`config.mk`:
```
export PLATFORM = sky130hd
export DESIGN_NAME = alu_cmd_issuer_flat
export DESIGN_NICKNAME = d
export VERILOG_FILES = /design/src/rtl/alu_cmd_issuer_if.sv /design/src/rtl/alu_cmd_issuer.sv /design/src/flat_wrapper.sv
export SDC_FILE = /design/constraint.sdc
export NUM_CORES = 1
export LEC_CHECK = 0
export ABC_AREA = 0
export BUFFER_PORTS_ARGS = -buffer_cell sky130_fd_sc_hd__buf_2
export CAP_MARGIN = 20
export CELL_PAD_IN_SITES_DETAIL_PLACEMENT = 1
export CELL_PAD_IN_SITES_GLOBAL_PLACEMENT = 2
export CORE_UTILIZATION = 38
export DETAILED_ROUTE_END_ITERATION = 8
export HOLD_SLACK_MARGIN = 0.15
export PLACE_DENSITY = 0.8
export SYNTH_ARGS = -nofsm -noshare
export SYNTH_HDL_FRONTEND = slang
export SYNTH_SLANG_ARGS = --single-unit
```
`constraint.sdc`:
```
create_clock -name clk -period 2.5 [get_ports clk]
set_input_delay 0.25 -clock clk [delete_from_list [all_inputs] [get_ports clk]]
set_output_delay 0.25 -clock clk [all_outputs]
set_load 0.05 [all_outputs]
```
`src/rtl/alu_cmd_issuer_if.sv`:
```
// Command / ALU / response bus of the 4-bit ALU command issuer.
// master: the issuer (accepts commands, drives the ALU, returns responses).
// slave : the surrounding system (offers commands, hosts the ALU, consumes responses).
// Optional feature macro: ALU_ISSUER_CHAIN_EN adds cmd_chain.
interface alu_cmd_issuer_if;
    logic       cmd_valid;
    logic       cmd_ready;
    logic [3:0] cmd_op;
    logic [3:0] cmd_a;
    logic [3:0] cmd_b;
`ifdef ALU_ISSUER_CHAIN_EN
    logic       cmd_chain;
`endif
    logic [3:0] alu_a;
    logic [3:0] alu_b;
    logic [3:0] alu_sel;
    logic [4:0] alu_out;
    logic       rsp_valid;
    logic       rsp_ready;
    logic [4:0] rsp_data;
    logic [3:0] rsp_op;
    logic       rsp_err;

    modport master (
`ifdef ALU_ISSUER_CHAIN_EN
        input  cmd_chain,
`endif
        input  cmd_valid,
        output cmd_ready,
        input  cmd_op,
        input  cmd_a,
        input  cmd_b,
        output alu_a,
        output alu_b,
        output alu_sel,
        input  alu_out,
        output rsp_valid,
        input  rsp_ready,
        output rsp_data,
        output rsp_op,
        output rsp_err
    );

    modport slave (
`ifdef ALU_ISSUER_CHAIN_EN
        output cmd_chain,
`endif
        output cmd_valid,
        input  cmd_ready,
        output cmd_op,
        output cmd_a,
        output cmd_b,
        input  alu_a,
        input  alu_b,
        input  alu_sel,
        output alu_out,
        input  rsp_valid,
        output rsp_ready,
        input  rsp_data,
        input  rsp_op,
        input  rsp_err
    );
endinterface

```
`src/rtl/alu_cmd_issuer.sv`:
```
// alu_cmd_issuer: initiator side of a 4-bit combinational ALU.
// Commands are queued in a small FIFO, issued one at a time onto registered
// ALU operand/select lines, and the 5-bit result is captured one settle cycle
// later and returned on a valid/ready response stream in command order.
// Op codes 13..15 are not issued; they return an error response immediately.
// Optional feature macro: ALU_ISSUER_CHAIN_EN (chained operand a from the
// last non-error result, adds cmd_chain to the bus).
module alu_cmd_issuer #(
    parameter int FIFO_DEPTH = 4,
    parameter int CNT_W      = 8
) (
    input  logic                clk,
    input  logic                rst,
    alu_cmd_issuer_if.master    bus,
    output logic                busy,
    output logic [CNT_W-1:0]    op_count
);

    localparam int AW = $clog2(FIFO_DEPTH);
`ifdef ALU_ISSUER_CHAIN_EN
    localparam int ENTRY_W = 13;
`else
    localparam int ENTRY_W = 12;
`endif
    localparam logic [3:0] MAX_OP = 4'd12;

    if (FIFO_DEPTH < 2 || (FIFO_DEPTH & (FIFO_DEPTH - 1)) != 0) begin : g_bad_depth
        $error("alu_cmd_issuer: FIFO_DEPTH must be a power of two and >= 2");
    end

    typedef enum logic [1:0] {
        IDLE    = 2'd0,
        ISSUE   = 2'd1,
        CAPTURE = 2'd2,
        DONE    = 2'd3
    } state_t;

    state_t state, state_nxt;

    // command FIFO: one extra pointer bit distinguishes full from empty
    logic [ENTRY_W-1:0] mem [FIFO_DEPTH];
    logic [AW:0]        wr_ptr;
    logic [AW:0]        rd_ptr;
    logic               fifo_empty;
    logic               fifo_full;
    logic               push;
    logic               pop;

    logic [ENTRY_W-1:0] head;
    logic [3:0]         head_op;
    logic [3:0]         head_a;
    logic [3:0]         head_b;
    logic [3:0]         issue_a;

    logic               issue_ld;
    logic               err_ld;
    logic               capture;
    logic               rsp_hs;

    logic [3:0]         alu_a_r;
    logic [3:0]         alu_b_r;
    logic [3:0]         alu_sel_r;
    logic [4:0]         rsp_data_r;
    logic [3:0]         rsp_op_r;
    logic               rsp_err_r;
    logic [CNT_W-1:0]   op_count_r;

    assign fifo_empty = (wr_ptr == rd_ptr);
    assign fifo_full  = (wr_ptr[AW] != rd_ptr[AW]) &&
                        (wr_ptr[AW-1:0] == rd_ptr[AW-1:0]);

    // Ready depends only on registered occupancy, so a pop in the same cycle
    // never lets a push into a full FIFO.
    assign bus.cmd_ready = !fifo_full && !rst;
    assign push          = bus.cmd_valid && bus.cmd_ready;

    assign head    = mem[rd_ptr[AW-1:0]];
    assign head_op = head[11:8];
    assign head_a  = head[7:4];
    assign head_b  = head[3:0];

`ifdef ALU_ISSUER_CHAIN_EN
    logic [3:0] last_res;
    logic       head_chain;

    assign head_chain = head[12];
    assign issue_a    = head_chain ? last_res : head_a;

    // last non-error result, feeds operand a of chained commands
    always_ff @(posedge clk) begin
        if (rst) begin
            last_res <= 4'd0;
        end else if (capture) begin
            last_res <= bus.alu_out[3:0];
        end
    end
`else
    assign issue_a = head_a;
`endif

    // FIFO storage write; contents need no reset since the pointers flush it
    always_ff @(posedge clk) begin
        if (push) begin
`ifdef ALU_ISSUER_CHAIN_EN
            mem[wr_ptr[AW-1:0]] <= {bus.cmd_chain, bus.cmd_op, bus.cmd_a, bus.cmd_b};
`else
            mem[wr_ptr[AW-1:0]] <= {bus.cmd_op, bus.cmd_a, bus.cmd_b};
`endif
        end
    end

    // FIFO pointers
    always_ff @(posedge clk) begin
        if (rst) begin
            wr_ptr <= '0;
            rd_ptr <= '0;
        end else begin
            if (push) begin
                wr_ptr <= wr_ptr + 1'b1;
            end
            if (pop) begin
                rd_ptr <= rd_ptr + 1'b1;
            end
        end
    end

    // FSM state register
    always_ff @(posedge clk) begin
        if (rst) begin
            state <= IDLE;
        end else begin
            state <= state_nxt;
        end
    end

    // FSM next state and per-cycle strobes
    always_comb begin
        state_nxt = state;
        pop       = 1'b0;
        issue_ld  = 1'b0;
        err_ld    = 1'b0;
        capture   = 1'b0;
        rsp_hs    = 1'b0;
        case (state)
            IDLE: begin
                if (!fifo_empty) begin
                    pop = 1'b1;
                    if (head_op <= MAX_OP) begin
                        issue_ld  = 1'b1;
                        state_nxt = ISSUE;
                    end else begin
                        err_ld    = 1'b1;
                        state_nxt = DONE;
                    end
                end
            end
            ISSUE: begin
                // operands held for a full cycle so the ALU output settles
                state_nxt = CAPTURE;
            end
            CAPTURE: begin
                capture   = 1'b1;
                state_nxt = DONE;
            end
            DONE: begin
                if (bus.rsp_ready) begin
                    rsp_hs    = 1'b1;
                    state_nxt = IDLE;
                end
            end
            default: begin
                state_nxt = IDLE;
            end
        endcase
    end

    // ALU drive lines and response registers
    always_ff @(posedge clk) begin
        if (rst) begin
            alu_a_r    <= 4'd0;
            alu_b_r    <= 4'd0;
            alu_sel_r  <= 4'd0;
            rsp_data_r <= 5'd0;
            rsp_op_r   <= 4'd0;
            rsp_err_r  <= 1'b0;
        end else begin
            if (issue_ld) begin
                alu_a_r   <= issue_a;
                alu_b_r   <= head_b;
                alu_sel_r <= head_op;
            end
            if (err_ld) begin
                rsp_data_r <= 5'd0;
                rsp_op_r   <= head_op;
                rsp_err_r  <= 1'b1;
            end
            if (capture) begin
                rsp_data_r <= bus.alu_out;
                rsp_op_r   <= alu_sel_r;
                rsp_err_r  <= 1'b0;
            end
        end
    end

    // completed-response counter, wraps naturally
    always_ff @(posedge clk) begin
        if (rst) begin
            op_count_r <= '0;
        end else if (rsp_hs) begin
            op_count_r <= op_count_r + 1'b1;
        end
    end

    assign bus.alu_a     = alu_a_r;
    assign bus.alu_b     = alu_b_r;
    assign bus.alu_sel   = alu_sel_r;
    assign bus.rsp_valid = (state == DONE);
    assign bus.rsp_data  = rsp_data_r;
    assign bus.rsp_op    = rsp_op_r;
    assign bus.rsp_err   = rsp_err_r;
    assign op_count      = op_count_r;
    assign busy          = (state != IDLE) || !fifo_empty;

endmodule

```
`src/flat_wrapper.sv`:
```
// flat-port wrapper written by rule: the top's interface ports become plain ports
module alu_cmd_issuer_flat 
#(
    parameter int FIFO_DEPTH = 4,
    parameter int CNT_W      = 8
)
  (clk, rst, busy, op_count, bus_cmd_valid, bus_cmd_ready, bus_cmd_op, bus_cmd_a, bus_cmd_b, bus_alu_a, bus_alu_b, bus_alu_sel, bus_alu_out, bus_rsp_valid, bus_rsp_ready, bus_rsp_data, bus_rsp_op, bus_rsp_err);
  alu_cmd_issuer_if bus_i ();
  input  logic clk;
  input  logic rst;
  output logic busy;
  output logic [CNT_W-1:0] op_count;
  input wire logic [$bits(bus_i.cmd_valid)-1:0] bus_cmd_valid;
  output wire logic [$bits(bus_i.cmd_ready)-1:0] bus_cmd_ready;
  input wire logic [$bits(bus_i.cmd_op)-1:0] bus_cmd_op;
  input wire logic [$bits(bus_i.cmd_a)-1:0] bus_cmd_a;
  input wire logic [$bits(bus_i.cmd_b)-1:0] bus_cmd_b;
  output wire logic [$bits(bus_i.alu_a)-1:0] bus_alu_a;
  output wire logic [$bits(bus_i.alu_b)-1:0] bus_alu_b;
  output wire logic [$bits(bus_i.alu_sel)-1:0] bus_alu_sel;
  input wire logic [$bits(bus_i.alu_out)-1:0] bus_alu_out;
  output wire logic [$bits(bus_i.rsp_valid)-1:0] bus_rsp_valid;
  input wire logic [$bits(bus_i.rsp_ready)-1:0] bus_rsp_ready;
  output wire logic [$bits(bus_i.rsp_data)-1:0] bus_rsp_data;
  output wire logic [$bits(bus_i.rsp_op)-1:0] bus_rsp_op;
  output wire logic [$bits(bus_i.rsp_err)-1:0] bus_rsp_err;
  assign bus_i.cmd_valid = bus_cmd_valid;
  assign bus_cmd_ready = bus_i.cmd_ready;
  assign bus_i.cmd_op = bus_cmd_op;
  assign bus_i.cmd_a = bus_cmd_a;
  assign bus_i.cmd_b = bus_cmd_b;
  assign bus_alu_a = bus_i.alu_a;
  assign bus_alu_b = bus_i.alu_b;
  assign bus_alu_sel = bus_i.alu_sel;
  assign bus_i.alu_out = bus_alu_out;
  assign bus_rsp_valid = bus_i.rsp_valid;
  assign bus_i.rsp_ready = bus_rsp_ready;
  assign bus_rsp_data = bus_i.rsp_data;
  assign bus_rsp_op = bus_i.rsp_op;
  assign bus_rsp_err = bus_i.rsp_err;
  alu_cmd_issuer #(.FIFO_DEPTH(FIFO_DEPTH), .CNT_W(CNT_W)) u_core (.clk(clk), .rst(rst), .bus(bus_i), .busy(busy), .op_count(op_count));
endmodule
```
Yosys cells after proc, flatten, opt, wreduce, memory -nomap -nowiden
Memories as Yosys holds them, arrays and structs flattened. A register that Yosys moved wholly into a read port is not among the register bits.
Cells that the tools add are included.
W data, S select, Z words.

storage, ports and cells
  input bits = 21
  bits in registers = 38
  output and inout bits = 33
  bits in writable memories = 48
  word-level logic and storage cells = 58
  memories = 1

operators by class
  add/subtract/negate cells = 3
  reduce and logical (&&, ||, !) cells = 12
  equality and inequality tests = 8
  mux-type cells = 23
  order comparisons = 1

memory list
  name        depth  bits a word  rd ports  clocked after Yosys merged registers in  write ports  line                  source
  u_core.mem  4      12           1         1                                        1            alu_cmd_issuer.sv:41  logic [ENTRY_W-1:0] mem [FIFO_DEPTH];

operator list
  operator               count
  $mux W1                13
  $mux W2                5
  $mux W5                2
  $add A8 B1 Y8 const B  1
  $mux W4                2
  $pmux W2 S4            1
  $add A3 B1 Y3 const B  2
  $eq A2 B2 Y1 const B   2
  $le A4 B4 Y1 const B   1
  $reduce_bool A2 Y1     2
  $eq A3 B3 Y1           1
  $logic_and A1 B1 Y1    3
  $logic_not A1 Y1       3
  $eq A2 B1 Y1 const B   1
  $eq A2 B2 Y1           1
  $logic_not A2 Y1       1
  $ne A2 B1 Y1 const B   1
  $ne A2 B2 Y1 const B   1
  $reduce_and A2 Y1      1
  $reduce_or A2 Y1       1
  $logic_or A1 B1 Y1     1
  $ne A1 B1 Y1           1

Logic depth before layout (Yosys ltp)
  depth in word-level cells = 7
  depth in mapped cells = 7
  mapped depth without buffers = 6

Least setup slack after synthesis
No wires, ideal clock.

  path kind = reg-to-reg
  start point = register u_core.wr_ptr[0]
  end point = memory u_core.mem[3][0] (enable)
  period minus slack after synthesis = 1.905 ns
  library setup time = 0.380 ns
  data arrival time = 1.525 ns
  path buffers = 0
  data required time = 2.120 ns
  slack = 0.595 ns
  stages on the path, launching flop included = 4
  path through = dfxtp_1 xor2_1 o311ai_0 nor2_1

between the ends
  longest elaborated chain between the ends = 7

ends and longest elaborated chain
  item                           line                   source
  start, declared                alu_cmd_issuer.sv:42   logic [AW:0] wr_ptr;
  start signal, assigned         alu_cmd_issuer.sv:119  wr_ptr <= wr_ptr + 1'b1;
  $eq A2 B2 Y1                   alu_cmd_issuer.sv:70   (wr_ptr[AW-1:0] == rd_ptr[AW-1:0]);
  $logic_and A1 B1 Y1            alu_cmd_issuer.sv:69   assign fifo_full = (wr_ptr[AW] != rd_ptr[AW]) &&
  $logic_not A1 Y1               alu_cmd_issuer.sv:74   assign bus.cmd_ready = !fifo_full && !rst;
  $logic_and A1 B1 Y1            alu_cmd_issuer.sv:74
  $logic_and A1 B1 Y1            alu_cmd_issuer.sv:75   assign push = bus.cmd_valid && bus.cmd_ready;
  $mux W1                        alu_cmd_issuer.sv:103  if (push) begin
  $mux W1 (not written as such)  alu_cmd_issuer.sv:107  mem[wr_ptr[AW-1:0]] <= {bus.cmd_op, bus.cmd_a, bus.cmd_b};
  end, declared                  alu_cmd_issuer.sv:41

Parallel ways exist; a longest one is shown, timed or not.

==> summary.md <==
| Metric | Value |
|---|---|
| Crit start category | `register` |
| Final antenna diode count | `0` |
| Final cell count without fillers | `471` |
| Final count of pins violating max slew | `0` |
| Count of buffers from port buffering | `53` |
| Reg2reg path depth | `4` |
| Max-capacitance violation count | `0` |
| Slew of the pin with the lowest slew margin | `749 ps` |
| Clock buffer count from CTS | `9` |
| Skew-Pair Late Insertion Delay | `360 ps` |
| Highest attainable clock frequency | `0.500 GHz` |
| Final standard cell area without fillers | `4370 sq um` |
| Total clock sinks | `88` |
| H-Tree Depth | `3` |
| RSZ-0062 raised after global routing | `no` |
| Avg Cell Area, Syn | `13.0 sq um` |
| Area of the core | `9200 sq um` |
| Most common cell after layout, fill and taps aside | `sky130_fd_sc_hd__buf_2` |
| Number of synthesized register bits | `88` |
| Total Negative Setup Slacks | `0 ps` |
| Number of optimization iterations in the first detailed-route pass | `4` |
| Number of nets still failing antenna checks after routing | `0` |
| Hold Crit Depth | `3` |
| Via count of the first global-routing pass | `2,506` |
| Arrival @ worst endpoint | `2270 ps` |
| Met2 track demand over resource | `28.6%` |
| Post-synth EDFFs | `48` |
| WL final | `7850 microns` |
| Worst hold path endpoint | `u_core.op_count[1]$_SDFFE_PP0P_` |
| TritonCTS clock tree | `yes` |
| Rows | `35` |
| Share of the cycle needed by the critical path after routing | `80.1%` |
| Ratio of routed vias to standard cells | `5.16` |
| Ports placed on the boundary | `54` |
| Async set-or-reset flop fraction in the synthesized netlist | `0%` |
| Layout fillers | `979` |
| Initial core utilization | `39.1%` |
| Dpl hpwl | `5350 microns` |
| Maximum fanout count along the critical path | `19` |
| Total Nets Final | `385` |
| Worst flop-to-flop path endpoint | `u_core.bus.rsp_op[0]$_SDFFE_PP0P_` |
| Share of Yosys cell area claimed by the top area cell type | `40.1%` |
| Total placed instance area | `4010 sq um` |
| Pwr Density | `984 nW/um^2` |
| Setup slack of the worst register-to-register path | `500 ps` |
| Post-synth top flop | `sky130_fd_sc_hd__edfxtp_1` |
| Signed area change from the synthesized netlist to the final layout | `21.5%` |
| Post-layout power | `4.30 mW` |
| Placed cells | `438` |
| Seq/Total Area, Yosys | `62.3%` |
| Share of post-route cells with drive strength above 1 | `25.0%` |
| Buffer levels on the longest clock path | `2` |
| Net Count, Synth | `307` |
| Met3 global-route usage | `2.95%` |
| Path category of the worst min-delay check | `input pin to register` |
| Setup violations, final | `0` |
| Instance count of the mapped netlist | `277` |
| Peak supply drop | `0.401 mV` |
| Tightest slew margin relative to the limit | `50.1%` |
| Area occupied by registers | `2240 sq um` |
| Antenna violations before repair | `0` |
| Top post-synthesis cells by area | `sky130_fd_sc_hd__edfxtp_1, sky130_fd_sc_hd__dfxtp_1, sky130_fd_sc_hd__mux4_1` |
| Met1 routing resource usage after global routing | `22.1%` |
| Fin. Hold Viols | `0` |
| Global Route Usage Sum | `16.9%` |
| Warning count from the yosys run | `0` |
| CP required | `2770 ps` |
| Final core area utilization | `47.5%` |
| Most heavily used metal layer in global routing | `met2` |
| Multi-input gate area | `1220 sq um` |
| Netlist area before placement | `3600 sq um` |
| Clock slew seen by the registers of the worst setup and hold paths | `100 ps` |
| Routed WL per cell | `16.7 microns` |
| Total vias in the final route | `2,431` |
| Library cell with the largest summed area after synthesis | `sky130_fd_sc_hd__edfxtp_1` |
| Root Buffer | `sky130_fd_sc_hd__clkbuf_8` |
| First-pass GRT wire length | `12,800 microns` |
| Iteration-0 DRC count of the detailed router | `130` |
| Library cells used by synthesis | `38` |
| Outcome | `completed` |
| Total Die Area | `9860 sq um` |
| Final critical path time including I/O delays and setup | `2000 ps` |
| Width of the chip | `99.3 microns` |
| GRT Residual Overflow | `0` |
| Routability congestion estimate from global placement | `0.708` |
| DRC Markers | `0` |
| Crit path capture type | `register` |
| Overall die height | `99.3 microns` |
| Worst Path Class, Setup | `register to register` |
| Maximum number of pins on one net before global-route repair | `40` |
| Worst min-delay path startpoint | `bus_rsp_ready` |
| Commonest cells after routing, fill and taps aside | `sky130_fd_sc_hd__buf_2, sky130_fd_sc_hd__edfxtp_1, sky130_fd_sc_hd__dfxtp_1, sky130_fd_sc_hd__a21oi_1` |
| Reported leakage power | `1.63 nW` |
| Clk_skew | `10.4 ps` |
| Number of post-CTS setup repair buffers | `0` |
==> logic make-up (layout without fill, tap and decap cells) <==
logic type | Yosys count | after routing | synth area share (%)
adders and majority gates | 9 | 9 | 3.13
AOI/OAI and AO/OA | 66 | 66 | 11.5
buffers and inverters | 28 | 111 | 3.76
muxes | 13 | 13 | 8.52
and+or+nand+nor | 63 | 63 | 8.28
xor gates and xnor gates | 10 | 10 | 2.43
DFF | 88 | 88 | 62.3
==> cell type report <==
| type | count | area share, % |
|---|---|---|
| flip-flops and latches | 88 | 51.3 |
| multi-input cells | 161 | 28.0 |
| repair buffers | 81 | 11.9 |
| well taps | 111 | 3.18 |
| clock buffers | 9 | 2.83 |
| clock inverters | 7 | 1.60 |
| inverters | 14 | 1.20 |
==> synth_stat cells, drive strengths merged (6+ instances only) <==
cell     n
mux4    12
nand3   17
inv     14
buf      8
clkbuf   6
ha       9
dfxtp   40
nand2   15
edfxtp  48
a21oi   27
o21ai   24
nor2    14
==> critical path, stage by stage, from the launching register on <==
cell and delay, ps:
sky130_fd_sc_hd__dfxtp_1 430, sky130_fd_sc_hd__mux4_2 610, sky130_fd_sc_hd__o211ai_4 490, sky130_fd_sc_hd__o21ai_1 160, sky130_fd_sc_hd__a221oi_2 220
==> worst max path at each step <==
| stage | endpoint | cells past startpoint | startpoint |
|---|---|---|---|
| global placement | u_core.bus.rsp_op[0]$_SDFFE_PP0P_ | 4 | register |
| floorplan | u_core.mem[3][0]$_DFFE_PP_ | 3 | u_core.wr_ptr[0]$_SDFFE_PP0N_ |
| global route | u_core.bus.rsp_op[0]$_SDFFE_PP0P_ | 4 | register |
| CTS | u_core.bus.rsp_op[0]$_SDFFE_PP0P_ | 4 | register |
| finish | u_core.bus.rsp_op[0]$_SDFFE_PP0P_ | 4 | register |
| detailed placement | u_core.bus.rsp_op[0]$_SDFFE_PP0P_ | 4 | register |
==> stage by stage <==
step | worst slack [ps] | hold WS (ps)
2_1_floorplan | 595 | 349
3_3_place_gp | 584 | 460
3_5_place_dp | 513 | 465
4_1_cts | 483 | 191
5_1_grt | 340 | 213
6_report | 498 | 205
==> power breakdown <==
| part | leakage (nW) | total, mW | internal [mW] | switching (mW) |
|---|---|---|---|---|
| sequential | 0.762 | 1.79 | 1.68 | 0.106 |
| combinational | 0.772 | 1.54 | 0.504 | 1.04 |
| clock | 0.0977 | 0.971 | 0.395 | 0.576 |
| total | 1.63 | 4.30 | 2.58 | 1.72 |
==> routing by layer <==
| metal | vias to the layer above | part of all wire, % | wire [microns] |
|---|---|---|---|
| met5 | - | 0 | 0 |
| met4 | 0 | 1.1 | 84 |
| met3 | 10 | 2.6 | 208 |
| met1 | 1184 | 48 | 3750 |
| li1 | 1182 | - | - |
| met2 | 55 | 49 | 3810 |
==> repair_timing <==
action	CTS	global route
hold buffers	17	0
hold endpoints to repair	53	0
resized for setup	0	0
==> registers in the layout (all words and copies together) (netlist names), named ones only <==
name	count
u_core.bus.alu_sel	4
u_core.state	2
u_core.rd_ptr	3
u_core.bus.rsp_op	4
u_core.bus.rsp_data	5
u_core.bus.alu_a	4
u_core.mem	48
u_core.wr_ptr	3
u_core.bus.rsp_err	1
u_core.bus.alu_b	4
u_core.op_count	8
(Power assumes the default switching activity.)
